File: src/rtl/store_buffer_if.sv
// CPU-side and dmem-side signal bundle of the posted-write store buffer.
// The slave modport is the buffer's view; master is the CPU/dmem side.
interface store_buffer_if #(
    parameter int DEPTH  = 4,
    parameter int ADDR_W = 32,
    parameter int DATA_W = 32
);
    logic [ADDR_W-1:0]        cpu_address;
    logic [DATA_W-1:0]        cpu_writeData;
    logic                     cpu_MemWrite;
    logic                     cpu_MemRead;
    logic [DATA_W-1:0]        cpu_ReadData;
    logic                     stall;
    logic                     mem_ready;
    logic [ADDR_W-1:0]        mem_address;
    logic [DATA_W-1:0]        mem_writeData;
    logic                     mem_MemWrite;
    logic                     mem_MemRead;
    logic [DATA_W-1:0]        mem_ReadData;
    logic [$clog2(DEPTH):0]   count;
    logic                     empty;
    logic                     full;

    modport slave (
        input  cpu_address, cpu_writeData, cpu_MemWrite, cpu_MemRead,
        input  mem_ready, mem_ReadData,
        output cpu_ReadData, stall, mem_address, mem_writeData,
        output mem_MemWrite, mem_MemRead, count, empty, full
    );

    modport master (
        output cpu_address, cpu_writeData, cpu_MemWrite, cpu_MemRead,
        output mem_ready, mem_ReadData,
        input  cpu_ReadData, stall, mem_address, mem_writeData,
        input  mem_MemWrite, mem_MemRead, count, empty, full
    );
endinterface

File: src/rtl/store_buffer.sv
// Posted-write store buffer: in-order FIFO of CPU stores drained to dmem when
// the port is free, with load forwarding from the youngest matching entry.
module store_buffer #(
    parameter int DEPTH  = 4,
    parameter int ADDR_W = 32,
    parameter int DATA_W = 32
) (
    input  logic            clk,
    input  logic            rst,
    store_buffer_if.slave   bus
);
    localparam int PTR_W = $clog2(DEPTH);
    localparam int CNT_W = PTR_W + 1;

    logic [ADDR_W-1:0] addr_mem [DEPTH];
    logic [DATA_W-1:0] data_mem [DEPTH];
    logic [PTR_W-1:0]  head;
    logic [PTR_W-1:0]  tail;
    logic [CNT_W-1:0]  count_q;

    logic              is_full;
    logic              load_req;
    logic              hit;
    logic [DATA_W-1:0] hit_data;
    logic              load_miss;
    logic              drain;
    logic              enq;

    assign is_full   = (count_q == CNT_W'(DEPTH));
    // A store wins over a simultaneous (illegal) load; the load is dropped.
    assign load_req  = bus.cpu_MemRead & ~bus.cpu_MemWrite;
    assign enq       = bus.cpu_MemWrite & ~is_full;
    assign load_miss = load_req & ~hit;
    assign drain     = (count_q != '0) & bus.mem_ready & ~load_miss;

    // Walk oldest to youngest so the last match seen is the youngest store.
    // Pointer sums are PTR_W wide, so DEPTH being a power of two makes wrap free.
    always_comb begin
        // NOTE: every combinational output gets a default first so no path
        // through the block leaves it unassigned and infers a latch.
        hit      = 1'b0;
        hit_data = '0;
        for (int i = 0; i < DEPTH; i++) begin
            if ((CNT_W'(i) < count_q) &&
                (addr_mem[head + PTR_W'(i)][ADDR_W-1:2] == bus.cpu_address[ADDR_W-1:2])) begin
                hit      = 1'b1;
                hit_data = data_mem[head + PTR_W'(i)];
            end
        end
    end

    always_comb begin
        bus.cpu_ReadData  = '0;
        bus.mem_MemRead   = 1'b0;
        bus.mem_MemWrite  = 1'b0;
        bus.mem_address   = '0;
        bus.mem_writeData = '0;
        if (load_miss) begin
            bus.mem_MemRead  = 1'b1;
            bus.mem_address  = bus.cpu_address;
            bus.cpu_ReadData = bus.mem_ReadData;
        end else begin
            if (load_req) bus.cpu_ReadData = hit_data;
            if (drain) begin
                bus.mem_MemWrite  = 1'b1;
                bus.mem_address   = addr_mem[head];
                bus.mem_writeData = data_mem[head];
            end
        end
    end

    assign bus.stall = bus.cpu_MemWrite & is_full;
    assign bus.count = count_q;
    assign bus.empty = (count_q == '0);
    assign bus.full  = is_full;

    // NOTE: sequential state uses non-blocking assignments so every register
    // samples pre-edge values regardless of block ordering.
    always_ff @(posedge clk or posedge rst) begin
        if (rst) begin
            head    <= '0;
            tail    <= '0;
            count_q <= '0;
        end else begin
            if (enq)   tail <= tail + 1'b1;
            if (drain) head <= head + 1'b1;
            case ({enq, drain})
                2'b10:   count_q <= count_q + 1'b1;
                2'b01:   count_q <= count_q - 1'b1;
                default: count_q <= count_q;
            endcase
        end
    end

    // NOTE: entry storage is deliberately not reset; validity is carried
    // entirely by head/tail/count, and unreset arrays map onto plain RAM.
    always_ff @(posedge clk) begin
        if (enq) begin
            addr_mem[tail] <= bus.cpu_address;
            data_mem[tail] <= bus.cpu_writeData;
        end
    end

    a_no_load_with_store: assert property (
        @(posedge clk) disable iff (rst) !(bus.cpu_MemWrite && bus.cpu_MemRead)
    ) else $error("store_buffer: cpu_MemWrite and cpu_MemRead asserted together");

endmodule

File: src/flat_wrapper.sv
// flat-port wrapper written by rule: the top's interface ports become plain ports
module store_buffer_flat 
#(
    parameter int DEPTH  = 4,
    parameter int ADDR_W = 32,
    parameter int DATA_W = 32
)
  (clk, rst, bus_cpu_address, bus_cpu_writeData, bus_cpu_MemWrite, bus_cpu_MemRead, bus_mem_ready, bus_mem_ReadData, bus_cpu_ReadData, bus_stall, bus_mem_address, bus_mem_writeData, bus_mem_MemWrite, bus_mem_MemRead, bus_count, bus_empty, bus_full);
  store_buffer_if #(.DEPTH(DEPTH), .ADDR_W(ADDR_W), .DATA_W(DATA_W)) bus_i ();
  input  logic clk;
  input  logic rst;
  input wire logic [$bits(bus_i.cpu_address)-1:0] bus_cpu_address;
  input wire logic [$bits(bus_i.cpu_writeData)-1:0] bus_cpu_writeData;
  input wire logic [$bits(bus_i.cpu_MemWrite)-1:0] bus_cpu_MemWrite;
  input wire logic [$bits(bus_i.cpu_MemRead)-1:0] bus_cpu_MemRead;
  input wire logic [$bits(bus_i.mem_ready)-1:0] bus_mem_ready;
  input wire logic [$bits(bus_i.mem_ReadData)-1:0] bus_mem_ReadData;
  output wire logic [$bits(bus_i.cpu_ReadData)-1:0] bus_cpu_ReadData;
  output wire logic [$bits(bus_i.stall)-1:0] bus_stall;
  output wire logic [$bits(bus_i.mem_address)-1:0] bus_mem_address;
  output wire logic [$bits(bus_i.mem_writeData)-1:0] bus_mem_writeData;
  output wire logic [$bits(bus_i.mem_MemWrite)-1:0] bus_mem_MemWrite;
  output wire logic [$bits(bus_i.mem_MemRead)-1:0] bus_mem_MemRead;
  output wire logic [$bits(bus_i.count)-1:0] bus_count;
  output wire logic [$bits(bus_i.empty)-1:0] bus_empty;
  output wire logic [$bits(bus_i.full)-1:0] bus_full;
  assign bus_i.cpu_address = bus_cpu_address;
  assign bus_i.cpu_writeData = bus_cpu_writeData;
  assign bus_i.cpu_MemWrite = bus_cpu_MemWrite;
  assign bus_i.cpu_MemRead = bus_cpu_MemRead;
  assign bus_i.mem_ready = bus_mem_ready;
  assign bus_i.mem_ReadData = bus_mem_ReadData;
  assign bus_cpu_ReadData = bus_i.cpu_ReadData;
  assign bus_stall = bus_i.stall;
  assign bus_mem_address = bus_i.mem_address;
  assign bus_mem_writeData = bus_i.mem_writeData;
  assign bus_mem_MemWrite = bus_i.mem_MemWrite;
  assign bus_mem_MemRead = bus_i.mem_MemRead;
  assign bus_count = bus_i.count;
  assign bus_empty = bus_i.empty;
  assign bus_full = bus_i.full;
  store_buffer #(.DEPTH(DEPTH), .ADDR_W(ADDR_W), .DATA_W(DATA_W)) u_core (.clk(clk), .rst(rst), .bus(bus_i));
endmodule
File: config.mk
export PLATFORM = sky130hd
export DESIGN_NAME = store_buffer_flat
export DESIGN_NICKNAME = d
export VERILOG_FILES = /design/src/rtl/store_buffer_if.sv /design/src/rtl/store_buffer.sv /design/src/flat_wrapper.sv
export SDC_FILE = /design/constraint.sdc
export NUM_CORES = 1
export LEC_CHECK = 0
export BUFFER_PORTS_ARGS = -buffer_cell sky130_fd_sc_hd__buf_2
export CORE_AREA = 2 2 213 215
export CTS_CLUSTER_SIZE = 24
export DETAILED_ROUTE_END_ITERATION = 7
export DIE_AREA = 0 0 215 217
export PLACE_DENSITY = 0.57
export SLEW_MARGIN = 20
export SYNTH_ARGS = -nofsm -noshare
export SYNTH_HDL_FRONTEND = slang
export SYNTH_SLANG_ARGS = --single-unit
File: constraint.sdc
create_clock -name clk -period 4.8 [get_ports clk]
set_input_delay 0.72 -clock clk [delete_from_list [all_inputs] [get_ports clk]]
set_output_delay 0.72 -clock clk [all_outputs]
set_load 0.03 [all_outputs]
==> impl_metrics.csv <==
group,metric,value,unit
detailed_routing,routed_via_density,6.273,
timing,finClkSkew,13.74,ps
synthesis,yosysUniqueCellTypes,65,
detailed_routing,drc,0,
pwr,leakagePower,0.008585,µW
global_routing,grt_pass1_wl,89.15,mm
timing,setup_viol,48,
timing,rsz0062_at_grt,"yes",
pwr,p_clk_share,16.9,%
timing,fin_crit_sh,101.5,%
pwr,vdd_drop_max,0.4762,mV
clock_tree,cts_sinks,263,
floorplanning,die_area,0.04666,mm²
final_layout,area_growth,33.33,%
floorplanning,ios,205,
timing,slew_headroom,34.92,%
detailed_routing,vias,14598,
setup_path,cpMaxStageDelayCell,"mux4_2",
detailed_routing,drt_iter0_drc,1509,
floorplanning,core,0.04470,mm²
worst_hold_path,hp-class,"primary input to asynchronous set/reset pin",
clock_tree,ctsHtreeMaxLevel,1,
pwr,total_power,13900,µW
placed_design,hpwl,38.24,mm
global_routing,grt_start_max_net_pins,81,
setup_path,arrival,4150,ps
pwr,p_comb_share,58.9,%
setup_path,required,4080,ps
clock_tree,clock_path_buffers,3,
floorplanning,rows,78,
run,drv_cap,0,
pwr,p_seq_share,24.2,%
setup_path,cp_max_fo,8,
synthesis,yosysTopAreaCellShare,43.61,%
detailed_routing,drt-total-wl,64.48,mm
clock_tree,cts.clk_slew.worst_paths,60,ps
detailed_routing,dr.pass1.iters,6,
timing,setup_tns,-1693,ps
global_routing,antenna_found_initial,6,
timing,fmax,0.2052,GHz
floorplanning,fp.dieH,217,µm
floorplanning,initial_core_util,39.44,%
final_layout,finalNonFillerCells,2327,
final_layout,fin_nets,1810,
setup_path,path_class,"register to primary output",
detailed_routing,wire_per_inst,27.71,µm
pwr,powerDensity,591.4,mW/mm²
placed_design,gp_congestion,1.001,
setup_path,critPathMostFrequentCell,"buf_4",
synthesis,yosysTopAreaCell,"edfxtp_1",
global_routing,use_met1,33.82,%
run_status,status,"complete, but fails checks",
setup_path,path_cells,"buf_12 -> mux4_2 -> xnor2_2 -> nand4_1 -> nor4_2 -> buf_4 -> and4_4 -> nor3b_4 -> buf_6 -> a21o_4 -> buf_16 -> nor2b_1 -> buf_4",
floorplanning,die_w,215,µm
global_routing,grt_util_met3,6.038,%
clock_tree,cts_tree,"built",
placed_design,io_buffers,204,
global_routing,grtUsageTotal,25.29,%
global_routing,grt_pass1_vias,14019,
synthesis,netlist_top_cells_area,"edfxtp_1 (44%), mux4_2 (8.9%), mux2i_1 (8.9%)",
synthesis,async_reset_ff_share,2.662,%
timing,tightest_slew,976.3,ps
pwr,net-switching-power,5723,µW
synthesis,ys_ff_latch,263,
timing,postLayoutSetupSlackWorst,-72.78,ps
synthesis,postSynthAreaPerCell,12.05,µm²
global_routing,busiest_layer,"met2",
synthesis,yosys_warnings,0,
clock_tree,cts_buffers,31,
setup_path,cp-start-kind,"register",
synthesis,ys.flop_type,"edfxtp_1",
setup_path,critPathMaxStageDelay,570,ps
clock_tree,worstSkewPairLatency,610,ps
timing,timing.final.hold_violations,0,
pwr,p_sw_share,41.17,%
clock_tree,clockRootBuffer,"clkbuf_16",
timing,slew_violations,0,
synthesis,netlist_area,0.01763,mm²
timing,hold-worst-slack,69.19,ps
timing,min_period,4873,ps
setup_path,endpoint_kind,"primary output",
synthesis,syn-num-nets,1573,
final_layout,drive_gt1_share,44.70,%
detailed_routing,ant_nets,0,
run_status,violations,"negative setup slack",
synthesis,seq_area_frac_synth,44.60,%
synthesis,synthCells,1463,
placed_design,place_inst,2192,
global_routing,grt_use_met2,40.25,%
pwr,intPower,8177,µW
synthesis,synth-edff-count,256,
global_routing,grt-ovfl-total,0,
final_layout,final.fill_count,3876,
-- state kept, by name (all words and copies together) (netlist names) --
name,count
u_core.tail,2
u_core.data_mem,128
u_core.addr_mem,128
u_core.bus.count,3
u_core.head,2
-- cell usage after synthesis (3+ instances only) --
cell and number:
a2111oi_0 4, a211oi_1 34, a21o_1 3, a21oi_1 70
a222oi_1 3, a22oi_1 4, a311oi_1 32, a31oi_1 3
and2_1 8, buf_1 27, buf_2 22, buf_4 10
buf_6 14, clkbuf_1 74, dfrtp_1 7, edfxtp_1 256
ha_1 9, inv_1 16, mux2_2 111, mux2i_1 156
mux4_2 70, nand2_1 14, nand3_1 94, nand4_1 16
nor2_1 74, nor2b_1 34, nor3_1 7, nor4_1 11
o2111ai_1 4, o211ai_1 4, o21ai_0 12, o21ai_1 56
o221ai_1 33, o22a_1 3, o22ai_1 8, o2bb2ai_1 13
o31ai_1 5, xnor2_1 77, xor2_1 30
-- stage by stage --
step | worst slack (ps) | util, % | cell area (µm²)
2_1_floorplan | 658.7 | - | 17630
3_3_place_gp | 44.61 | 43.45 | 19420
3_5_place_dp | 97.20 | 43.45 | 19420
4_1_cts | -60.15 | 48.52 | 21690
5_1_grt | -170.8 | 52.58 | 23500
6_report | -72.78 | 52.58 | 23500
-- final cells by class --
class / instances / area (µm²) / area share [%]
clock buffers: 46 / 882.1 / 3.753
repair buffers: 352 / 3495 / 14.87
inverters: 19 / 78.83 / 0.3354
well taps: 600 / 750.7 / 3.194
clock inverters: 12 / 120.1 / 0.5110
multi-input cells: 1033 / 10300 / 43.83
diodes: 2 / 5.005 / 0.02129
flip-flops and latches: 263 / 7870 / 33.48
-- layer usage --
| metal | routed length [µm] | up-vias |
|---|---|---|
| li1 | - | 6242 |
| met1 | 25700 | 7335 |
| met2 | 29980 | 843 |
| met3 | 6410 | 168 |
| met4 | 2330 | 10 |
| met5 | 65 | - |
-- cell families (layout without fill, tap and decap cells) --
logic type | after synthesis | count (layout) | share of synthesized area [%]
other cells | 0 | 2 | 0
compound gates | 308 | 308 | 11.96
flops | 263 | 263 | 44.60
buf+inv | 168 | 429 | 4.685
xor+xnor | 108 | 108 | 5.409
simple gates | 269 | 270 | 7.730
mux | 338 | 338 | 24.98
fa+ha+maj | 9 | 9 | 0.6388
-- worst max-delay path: cells and delay by family, from the launching register on --
kind	cells	cell delay (ps)
DFF	1	540
muxes	1	570
AOI/OAI and AO/OA	1	290
buffers and inverters	5	900
xor gates and xnor gates	1	290
and+or+nand+nor	5	940
-- power groups by stage --
stage	sequential [µW]	clock, µW	combinational, µW
3_3_place_gp	3390	0	6530
3_5_place_dp	3400	0	6560
2_1_floorplan	3300	0	4940
5_1_grt	3410	2470	8580
4_1_cts	3350	2380	7440
6_report	3370	2350	8180
-- path summary, 6_finish.rpt --
kind | slack [ps] | endpoint | cells after the start | from
min reg2reg | 630 | u_core.tail[1] | 2 | u_core.tail[1]
min | 70 | u_core.bus.count[0] | 2 | rst
max in group asynchronous | 4430 | u_core.head[1] | 2 | rst
max reg2reg | 830 | u_core.bus.count[2] | 16 | u_core.head[0]
min in group clk | 320 | u_core.data_mem[0][21] | 1 | bus_cpu_writeData[21]
max | -70 | bus_mem_writeData[0] | 13 | u_core.head[0]
-- cell usage in the layout (no fill, tap or decap), types with 20 or more instances in the layout --
| cell type | instances |
|---|---|
| a21oi_1 | 70 |
| mux2i_1 | 145 |
| xor2_1 | 27 |
| xnor2_1 | 59 |
| a311oi_1 | 22 |
| buf_6 | 87 |
| mux4_2 | 70 |
| mux2_2 | 111 |
| clkbuf_16 | 42 |
| buf_12 | 20 |
| edfxtp_1 | 256 |
| buf_2 | 107 |
| buf_4 | 108 |
| nor2_1 | 74 |
| o21ai_2 | 20 |
| nand3_1 | 86 |
| nor2b_4 | 20 |
-- timing repair --
item,4_1_cts,5_1_grt
hold endpoints to repair,0,0
setup buffers,30,20
setup endpoints to repair,98,97
pin swaps,36,61
cloned,13,14
gates resized for setup,180,303
hold buffers,0,0
Power figures use the tool's default switching activity.
